<file path="src/rtl/dividend_reconstructor.sv">
`default_nettype none
// ============================================================================
// Module   : dividend_reconstructor
// Purpose  : Rebuilds N = Q*D + R from an unsigned restoring divider's outputs
//            using an MSB-first shift-and-add walk over Q, then adds R.
// Revision : 1.0
// ============================================================================
module dividend_reconstructor #(
    parameter int WIDTH = 32
) (
    input  logic                 clk,
    input  logic                 rst,
    input  logic                 start,
    input  logic [WIDTH-1:0]     Q,
    input  logic [WIDTH-1:0]     D,
    input  logic [WIDTH-1:0]     R,
    output logic                 ready,
    output logic                 busy,
    output logic                 done,
    output logic [2*WIDTH-1:0]   N_out,
    output logic                 overflow,
    output logic                 rem_err
);

    localparam int                 c_CNT_W = (WIDTH > 1) ? $clog2(WIDTH) : 1;
    localparam logic [c_CNT_W-1:0] c_LAST  = c_CNT_W'(WIDTH - 1);
    localparam logic [c_CNT_W-1:0] c_ONE   = c_CNT_W'(1);

    typedef enum logic [1:0] {
        S_IDLE      = 2'd0,
        S_SHIFT_ADD = 2'd1,
        S_ADD_REM   = 2'd2,
        S_DONE      = 2'd3
    } state_t;

    state_t               r_state;
    state_t               w_next;

    logic [WIDTH-1:0]     r_q;
    logic [WIDTH-1:0]     r_d;
    logic [WIDTH-1:0]     r_r;
    logic [2*WIDTH-1:0]   r_acc;
    logic [c_CNT_W-1:0]   r_i;
    logic [2*WIDTH-1:0]   r_n;
    logic                 r_ovf;
    logic                 r_rem_err;

    logic                 w_last;
    logic [2*WIDTH-1:0]   w_addend;
    logic [2*WIDTH-1:0]   w_sum;

    assign w_last = (r_i == c_LAST);

    // r_q is shifted left each step, so its MSB is always the current quotient bit.
    assign w_addend = r_q[WIDTH-1] ? {{WIDTH{1'b0}}, r_d} : '0;
    assign w_sum    = r_acc + {{WIDTH{1'b0}}, r_r};

    always_ff @(posedge clk) begin
        if (rst) begin
            r_state <= S_IDLE;
        end else begin
            r_state <= w_next;
        end
    end

    always_comb begin
        w_next = r_state;
        ready  = 1'b0;
        busy   = 1'b0;
        done   = 1'b0;
        case (r_state)
            S_IDLE: begin
                ready = 1'b1;
                if (start) begin
                    w_next = S_SHIFT_ADD;
                end
            end
            S_SHIFT_ADD: begin
                busy = 1'b1;
                if (w_last) begin
                    w_next = S_ADD_REM;
                end
            end
            S_ADD_REM: begin
                busy   = 1'b1;
                w_next = S_DONE;
            end
            S_DONE: begin
                done   = 1'b1;
                w_next = S_IDLE;
            end
            default: begin
                w_next = S_IDLE;
            end
        endcase
    end

    always_ff @(posedge clk) begin
        if (rst) begin
            r_q       <= '0;
            r_d       <= '0;
            r_r       <= '0;
            r_acc     <= '0;
            r_i       <= '0;
            r_n       <= '0;
            r_ovf     <= 1'b0;
            r_rem_err <= 1'b0;
        end else begin
            case (r_state)
                S_IDLE: begin
                    if (start) begin
                        r_q   <= Q;
                        r_d   <= D;
                        r_r   <= R;
                        r_acc <= '0;
                        r_i   <= '0;
                    end
                end
                S_SHIFT_ADD: begin
                    r_acc <= (r_acc << 1) + w_addend;
                    r_q   <= r_q << 1;
                    r_i   <= r_i + c_ONE;
                end
                S_ADD_REM: begin
                    r_n       <= w_sum;
                    r_ovf     <= |w_sum[2*WIDTH-1:WIDTH];
                    // D == 0 is caught here too, since any R >= 0.
                    r_rem_err <= (r_r >= r_d);
                end
                default: begin
                end
            endcase
        end
    end

    assign N_out    = r_n;
    assign overflow = r_ovf;
    assign rem_err  = r_rem_err;

endmodule
`default_nettype wire
</file>
<file path="config.mk">
export PLATFORM = sky130hd
export DESIGN_NAME = dividend_reconstructor
export DESIGN_NICKNAME = d
export VERILOG_FILES = /design/src/rtl/dividend_reconstructor.sv
export SDC_FILE = /design/constraint.sdc
export NUM_CORES = 1
export LEC_CHECK = 0
export BUFFER_PORTS_ARGS = -buffer_cell sky130_fd_sc_hd__buf_2
export CAP_MARGIN = 10
export CORE_MARGIN = 2
export CORE_UTILIZATION = 47
export DETAILED_ROUTE_END_ITERATION = 8
export PLACE_DENSITY = 0.67
export SLEW_MARGIN = 0
export SYNTH_ARGS = -nofsm -noshare
export SYNTH_HDL_FRONTEND = slang
export SYNTH_SLANG_ARGS = --single-unit
export TNS_END_PERCENT = 20
</file>
<file path="constraint.sdc">
create_clock -name clk -period 4.44 [get_ports clk]
set_clock_uncertainty 0.1 [all_clocks]
set_input_delay 0.888 -clock clk [delete_from_list [all_inputs] [get_ports clk]]
set_output_delay 0.888 -clock clk [all_outputs]
set_load 0.03 [all_outputs]
</file>
==> results of run 1 <==
## worst max-delay path by stage
stage | cells after the start | slack (ps) | end
2_1_floorplan | 16 | 1130 | r_acc[39]
3_3_place_gp | 13 | 460 | overflow
3_5_place_dp | 13 | 410 | overflow
4_1_cts | 13 | 350 | overflow
5_1_grt | 15 | 150 | r_acc[57]
6_report | 13 | 450 | overflow
## final cells by class
type	instances	area, um^2
inverters	52	195
repair buffers	189	1010
clock inverters	9	101
fillers	2872	13500
clock buffers	42	835
flip-flops and latches	233	4660
multi-input cells	1364	8770
well taps	390	488
## power groups by stage
stage          Combinational (W)  Sequential [W]  Clock (W)
6_report                 0.00283         0.00274    0.00231
5_1_grt                  0.00314         0.00279    0.00245
4_1_cts                  0.00284         0.00274    0.00236
3_5_place_dp             0.00282         0.00278          0
3_3_place_gp             0.00279         0.00277          0
2_1_floorplan            0.00182         0.00296          0
## Yosys cell counts, types with 5 or more instances
master / instances
nor3_1: 26
a21o_1: 49
dfxtp_1: 233
o22ai_1: 5
inv_1: 52
nor4_1: 9
o21ai_0: 82
a311oi_1: 5
ha_1: 101
nor2b_1: 9
a21oi_1: 140
o21bai_1: 8
a31oi_1: 6
or3_1: 11
nor3b_1: 8
nand2b_1: 17
a211oi_1: 65
nand2_1: 241
nor2_1: 185
a22oi_1: 25
buf_1: 12
o211ai_1: 5
mux2i_1: 66
buf_2: 5
nand4_1: 35
and3_1: 14
and2_1: 39
nand3_1: 26
clkbuf_1: 105
xnor2_1: 70
xor2_1: 56
## through the flow
step | std cells | hold slack, ps | instance area, um^2 | setup WS, ps
floorplan | 1772 | 345 | 14100 | 1130
global placement | 2228 | 356 | 15100 | 464
detailed placement | 2228 | 361 | 15100 | 412
CTS | 2279 | 366 | 16100 | 352
global route | 2279 | 386 | 16100 | 155
finish | 2279 | 366 | 16100 | 452
## registers in the layout, summed over array words and instances (netlist names)
register	cells
N_out	64
r_acc	64
r_d	32
r_q	32
r_r	32
r_i	5
r_state	2
overflow	1
rem_err	1
## worst reg2reg max path: stages (launching register included)
cell	delay, ps
dfxtp_1	320
ha_1	250
fa_1	460
a211oi_1	300
o21ai_1	200
o21ai_1	330
a211oi_1	190
o21ai_1	370
nand2_1	340
a211oi_1	340
o22ai_1	110
nor4_1	230
nor4b_2	230
nor3_1	60
## cell families (layout without fill, tap and decap cells)
family / Yosys count / in the layout / synth area share (%)
buffers and inverters: 175 / 292 / 4.74
flip-flops: 233 / 233 / 33.2
multiplexers: 66 / 66 / 4.70
XOR/XNOR: 126 / 126 / 7.85
AND/OR/NAND/NOR: 636 / 636 / 20.6
adder cells (fa/ha/maj): 103 / 103 / 9.27
AO/OA/AOI/OAI: 433 / 433 / 19.6
## cell usage in the layout, fill, tap and decap left out, drive strengths merged, types with 14 or more instances in the layout
cell type	n
nand2	241
dfxtp	233
buf	189
nor2	185
a21oi	140
ha	101
o21ai	86
xnor2	70
mux2i	66
a211oi	66
xor2	56
inv	53
a21o	49
clkbuf	42
and2	39
nand4	35
nand3	26
nor3	26
a22oi	25
nand2b	17
and3	14
## layer usage
layer	vias to the layer above	part of all wire, %	track usage, %
li1	6394	-	-
met1	5888	46	34.0
met2	353	46	42.0
met3	73	5.2	3.14
met4	0	2.7	7.27
met5	-	0	0
==> results_dict.tcl, run 1 <==
set metrics [dict create \
    cp_cell_sequence "ha_1 > fa_1 > a211oi_1 > o21ai_1 > o21ai_1 > a211oi_1 > o21ai_1 > nand2_1 > a211oi_1 > o22ai_1 > nor4_1 > nor4b_2 > nor3_1" \
    synth.avg_cell_area_um2 7.94 \
    power_density_nw_per_um2 491 \
    cts_sinks 233 \
    clock_latency_ps 540 \
    arrival_ps 4280 \
    synthTopCellsByArea "dfxtp_1 (33%), ha_1 (9.0%), nand2_1 (6.4%)" \
    synth_ff_type "dfxtp_1" \
    setup_viol 0 \
    critical_path_class "reg2reg" \
    overflow 0 \
    reg2regPathDepth 13 \
    cts_setup_buffers 0 \
    period_share_pct 89.8 \
    ioPinCount 168 \
    synthArstFlopShare_pct 0 \
    die_y_um 177 \
    final_util_pct 54.3 \
    power_frac_comb_pct 35.9 \
    finalWirelength_um 39500 \
    cts_tree "done" \
    syn_inst 1772 \
    portBuffers 167 \
    drive_above_1_share_pct 13.5 \
    yosys_warnings 0 \
    crit_family "compound AO/OA/AOI/OAI gates" \
    vdd_drop_max_mv 0.393 \
    root_buffer "clkbuf_16" \
    ctsHoldBuffers 0 \
    hold_depth 2 \
    slowest_delay_ps 460 \
    power_w 0.00788 \
    p_seq_share_pct 34.8 \
    slew_viol_final 0 \
    antenna_left 0 \
    clkPwrFrac_pct 29.3 \
    placementRows 63 \
    r2r_slack_ps 450 \
    power_switching_share_pct 38.5 \
    first_pass_iters 5 \
    clk_pin_slew_worst_paths_ps 60 \
    antenna_found_initial 0 \
    ys_ff_latch 233 \
    cts_buffer_depth 3 \
    cp.buffers_inverters 0 \
    synth_edf_count 0 \
    synth_top_cell_area_share_pct 33.2 \
    htree_levels 1 \
    die_w_um 177 \
    status "finished, final reports clean" \
    drc 0 \
    cp_max_fo 12 \
    r2r_end "overflow" \
    grt.total_usage_pct 25.1 \
    grt_max_degree 102 \
    ys_types 68 \
    yosysTopAreaCell "dfxtp_1" \
    cts_buffers 28 \
    core_um2 29600 \
    cts_resized 0 \
    wl_per_cell_um 17.3 \
    initial_core_util_pct 47.6 \
    grt_setup_unrepaired "no" \
    finalCriticalPeriod_ps 3990 \
    slew_headroom_pct 30.5 \
    n_antenna_cell 0 \
    crit_path_end_kind "register" \
    gp_congestion 0.956 \
    fmax_ghz 0.251 \
    cp-startpoint "r_r[0]" \
    grt_pass1_wl_um 63900 \
    drt_iter0_drc 773 \
    dp_hpwl_um 29100 \
    tightestPinTransition_ps 1040 \
    hold_class "reg2reg" \
    power.leakage_nw 6.76 \
    intPower_w 0.00485 \
    holdCritStartpoint "r_d[31]" \
    power.switching_w 0.00304 \
    dieArea_um2 31300 \
    grt_pass1_vias 12300 \
    nets 2070 \
    via_count 12700 \
    max_cap_viol_count 0 \
    critPathLaunchType "register" \
    cp.required_ps 4730 \
    area_growth_pct 14.2 \
    finalHoldViolations 0 \
    syn_nets 1974 \
    vias_per_cell 5.58 \
    min_to "r_d[31]" \
    fin_tns_setup_ps 0 \
    slowest_stage "fa_1" \
    synth_area_um2 14100 \
    synth_seq_area_share_pct 33.2 \
    r2r_start "r_r[0]" \
]
Power figures use the tool's default switching activity.
==> run 2: changes to the inputs <==
Settings changed: GPL_TIMING_DRIVEN set to 0.
==> run 2 against run 1 <==
  * Worst setup slack got worse by 310 ps
  * Critical endpoint is now r_acc[60]
  * Hold slack got worse by 2.6 ps
  * Non-clock buffer count increased by 100
  * Cell count increased by 4.2%
  * Critical path type unchanged
  * Clock power decreased by 3%
  * Via count increased by 4.9%
  * Critical path depth increased by 2
  * Count of clock-buffer cells in the layout decreased by 3
  * Design area increased by 1.4%
==> results_dict.tcl, run 2 (synthesis gave the netlist of run 1 again) <==
set metrics [dict create \
    fmax_ghz 0.232 \
    n_antenna_cell 0 \
    grt.total_usage_pct 27.5 \
    grt_pass1_wl_um 68800 \
    cts_sinks 233 \
    first_pass_iters 5 \
    period_share_pct 96.9 \
    clkPwrFrac_pct 28.2 \
    final_common_cell "nand2_1" \
    intPower_w 0.00477 \
    via_count 13300 \
    finalCriticalPeriod_ps 4300 \
    p_seq_share_pct 34.6 \
    cts_buffer_depth 3 \
    clk_pin_slew_worst_paths_ps 60 \
    slowest_stage "dfxtp_1" \
    drive_above_1_share_pct 11.9 \
    htree_levels 1 \
    power_switching_share_pct 39.8 \
    grt_max_degree 15 \
    final_cell_mix "nand2_1 (241), dfxtp_1 (233), nor2_1 (185)" \
    critical_path_class "reg2reg" \
    gp_congestion 0.925 \
    power.switching_w 0.00315 \
    arrival_ps 4620 \
    drt_iter0_drc 939 \
    design_area_um2 16300 \
    hold_class "reg2reg" \
    nets 2169 \
    n_fill_cell 2876 \
    post-route-worst-setup-slack_ps 138 \
    tightestPinTransition_ps 981 \
    pre_cts_ws_ps -199 \
    dp_hpwl_um 33700 \
    root_buffer "clkbuf_16" \
    grt_setup_unrepaired "yes" \
    ioPinCount 168 \
    status "finished, final reports clean" \
    cp.required_ps 4760 \
    crit_path_end_kind "register" \
    portBuffers 166 \
    power_frac_comb_pct 37.1 \
    antenna_left 0 \
    cp_cell_sequence "clkbuf_1 > and2_1 > ha_1 > a21o_1 > a21oi_1 > o21ai_0 > nand4_1 > nand3_1 > a21oi_1 > o31ai_2 > o2111ai_2 > buf_2 > nor3_1 > xnor2_1 > o21ai_0" \
    wl_per_cell_um 18.3 \
    slew_headroom_pct 34.6 \
    cp.buffers_inverters 2 \
    critPathLaunchType "register" \
    area_growth_pct 15.9 \
    cts_buffers 27 \
    place_inst 2328 \
    vdd_drop_max_mv 0.372 \
    core_um2 29600 \
    die_w_um 177 \
    slew_viol_final 0 \
    clock_latency_ps 560 \
    cts_tree "done" \
    crit_family "compound AO/OA/AOI/OAI gates" \
    placementRows 63 \
    holdWs_ps 363 \
    max_cap_viol_count 0 \
    vias_per_cell 5.61 \
    setup_viol 0 \
    drc 0 \
    finalHoldViolations 0 \
    placed_area_um2 15400 \
    grt_pass1_vias 12900 \
    layout.cells.non_filler 2375 \
    power.leakage_nw 6.79 \
    cp_max_fo 10 \
    antenna_found_initial 0 \
    finalWirelength_um 43400 \
    initial_core_util_pct 47.6 \
    dieArea_um2 31300 \
    slowest_delay_ps 540 \
    power_density_nw_per_um2 486 \
    overflow 0 \
    die_y_um 177 \
]
## run 2: changes by cell type in the layout (fill, tap and decap cells not counted), sizes merged
cell	delta
buf	-5
bufinv	-1
clkbuf	+102
## run 2: what timing repair did
action | in CTS | in global routing
hold buffers | 0 | 0
setup buffers | 0 | 0
endpoints found under the setup margin | 1 | 19
resized for setup | 1 | 6
## run 2: area by class of cell
class | count | area, um^2 | area share (%)
well taps | 390 | 488 | 2.99
flip-flops and latches | 233 | 4660 | 28.6
clock buffers | 39 | 811 | 4.98
multi-input cells | 1364 | 8750 | 53.7
inverters | 52 | 195 | 1.20
repair buffers | 166 | 831 | 5.10
clock inverters | 8 | 82.6 | 0.507
plain buffers | 123 | 472 | 2.90
## run 2: metal layers
| layer | share of wire, % | track usage [%] | wire, um |
|---|---|---|---|
| met4 | 3.9 | 10.9 | 1680 |
| met5 | 0 | 0 | 0 |
| met1 | 45 | 36.2 | 19500 |
| met3 | 5.3 | 3.57 | 2310 |
| met2 | 46 | 45.7 | 19900 |
## run 2: final timing paths
path	cells after the start	from	end	slack (ps)
worst max-delay path	15	r_q[31]	r_acc[60]	140
worst min-delay path	2	r_d[26]	r_d[26]	360
worst max register to register	15	r_q[31]	r_acc[60]	140
worst min register to register	2	r_d[26]	r_d[26]	360
## run 2: power by group through the flow
stage          registers, W  clock network [W]  logic (W)
2_1_floorplan       0.00296                  0    0.00182
3_3_place_gp        0.00277                  0    0.00288
3_5_place_dp        0.00279                  0    0.00292
4_1_cts             0.00274            0.00228    0.00293
5_1_grt             0.00278            0.00236    0.00326
6_report            0.00274            0.00224    0.00294
## run 2: stage by stage
stage                     TNS [ps]  utilization, %  power (W)
final                            0            55.1    0.00792
after global routing          -294            55.1    0.00841
after CTS                        0            55.1    0.00795
after detailed placement      -199            52.0    0.00571
after global placement        -158            52.0    0.00564
after floorplan                  0               -    0.00479
## run 2: tightest hold or removal path, stage by stage, from the launching register on
cell and delay (ps):
dfxtp_1 310, nand2_1 50, a21oi_1 50
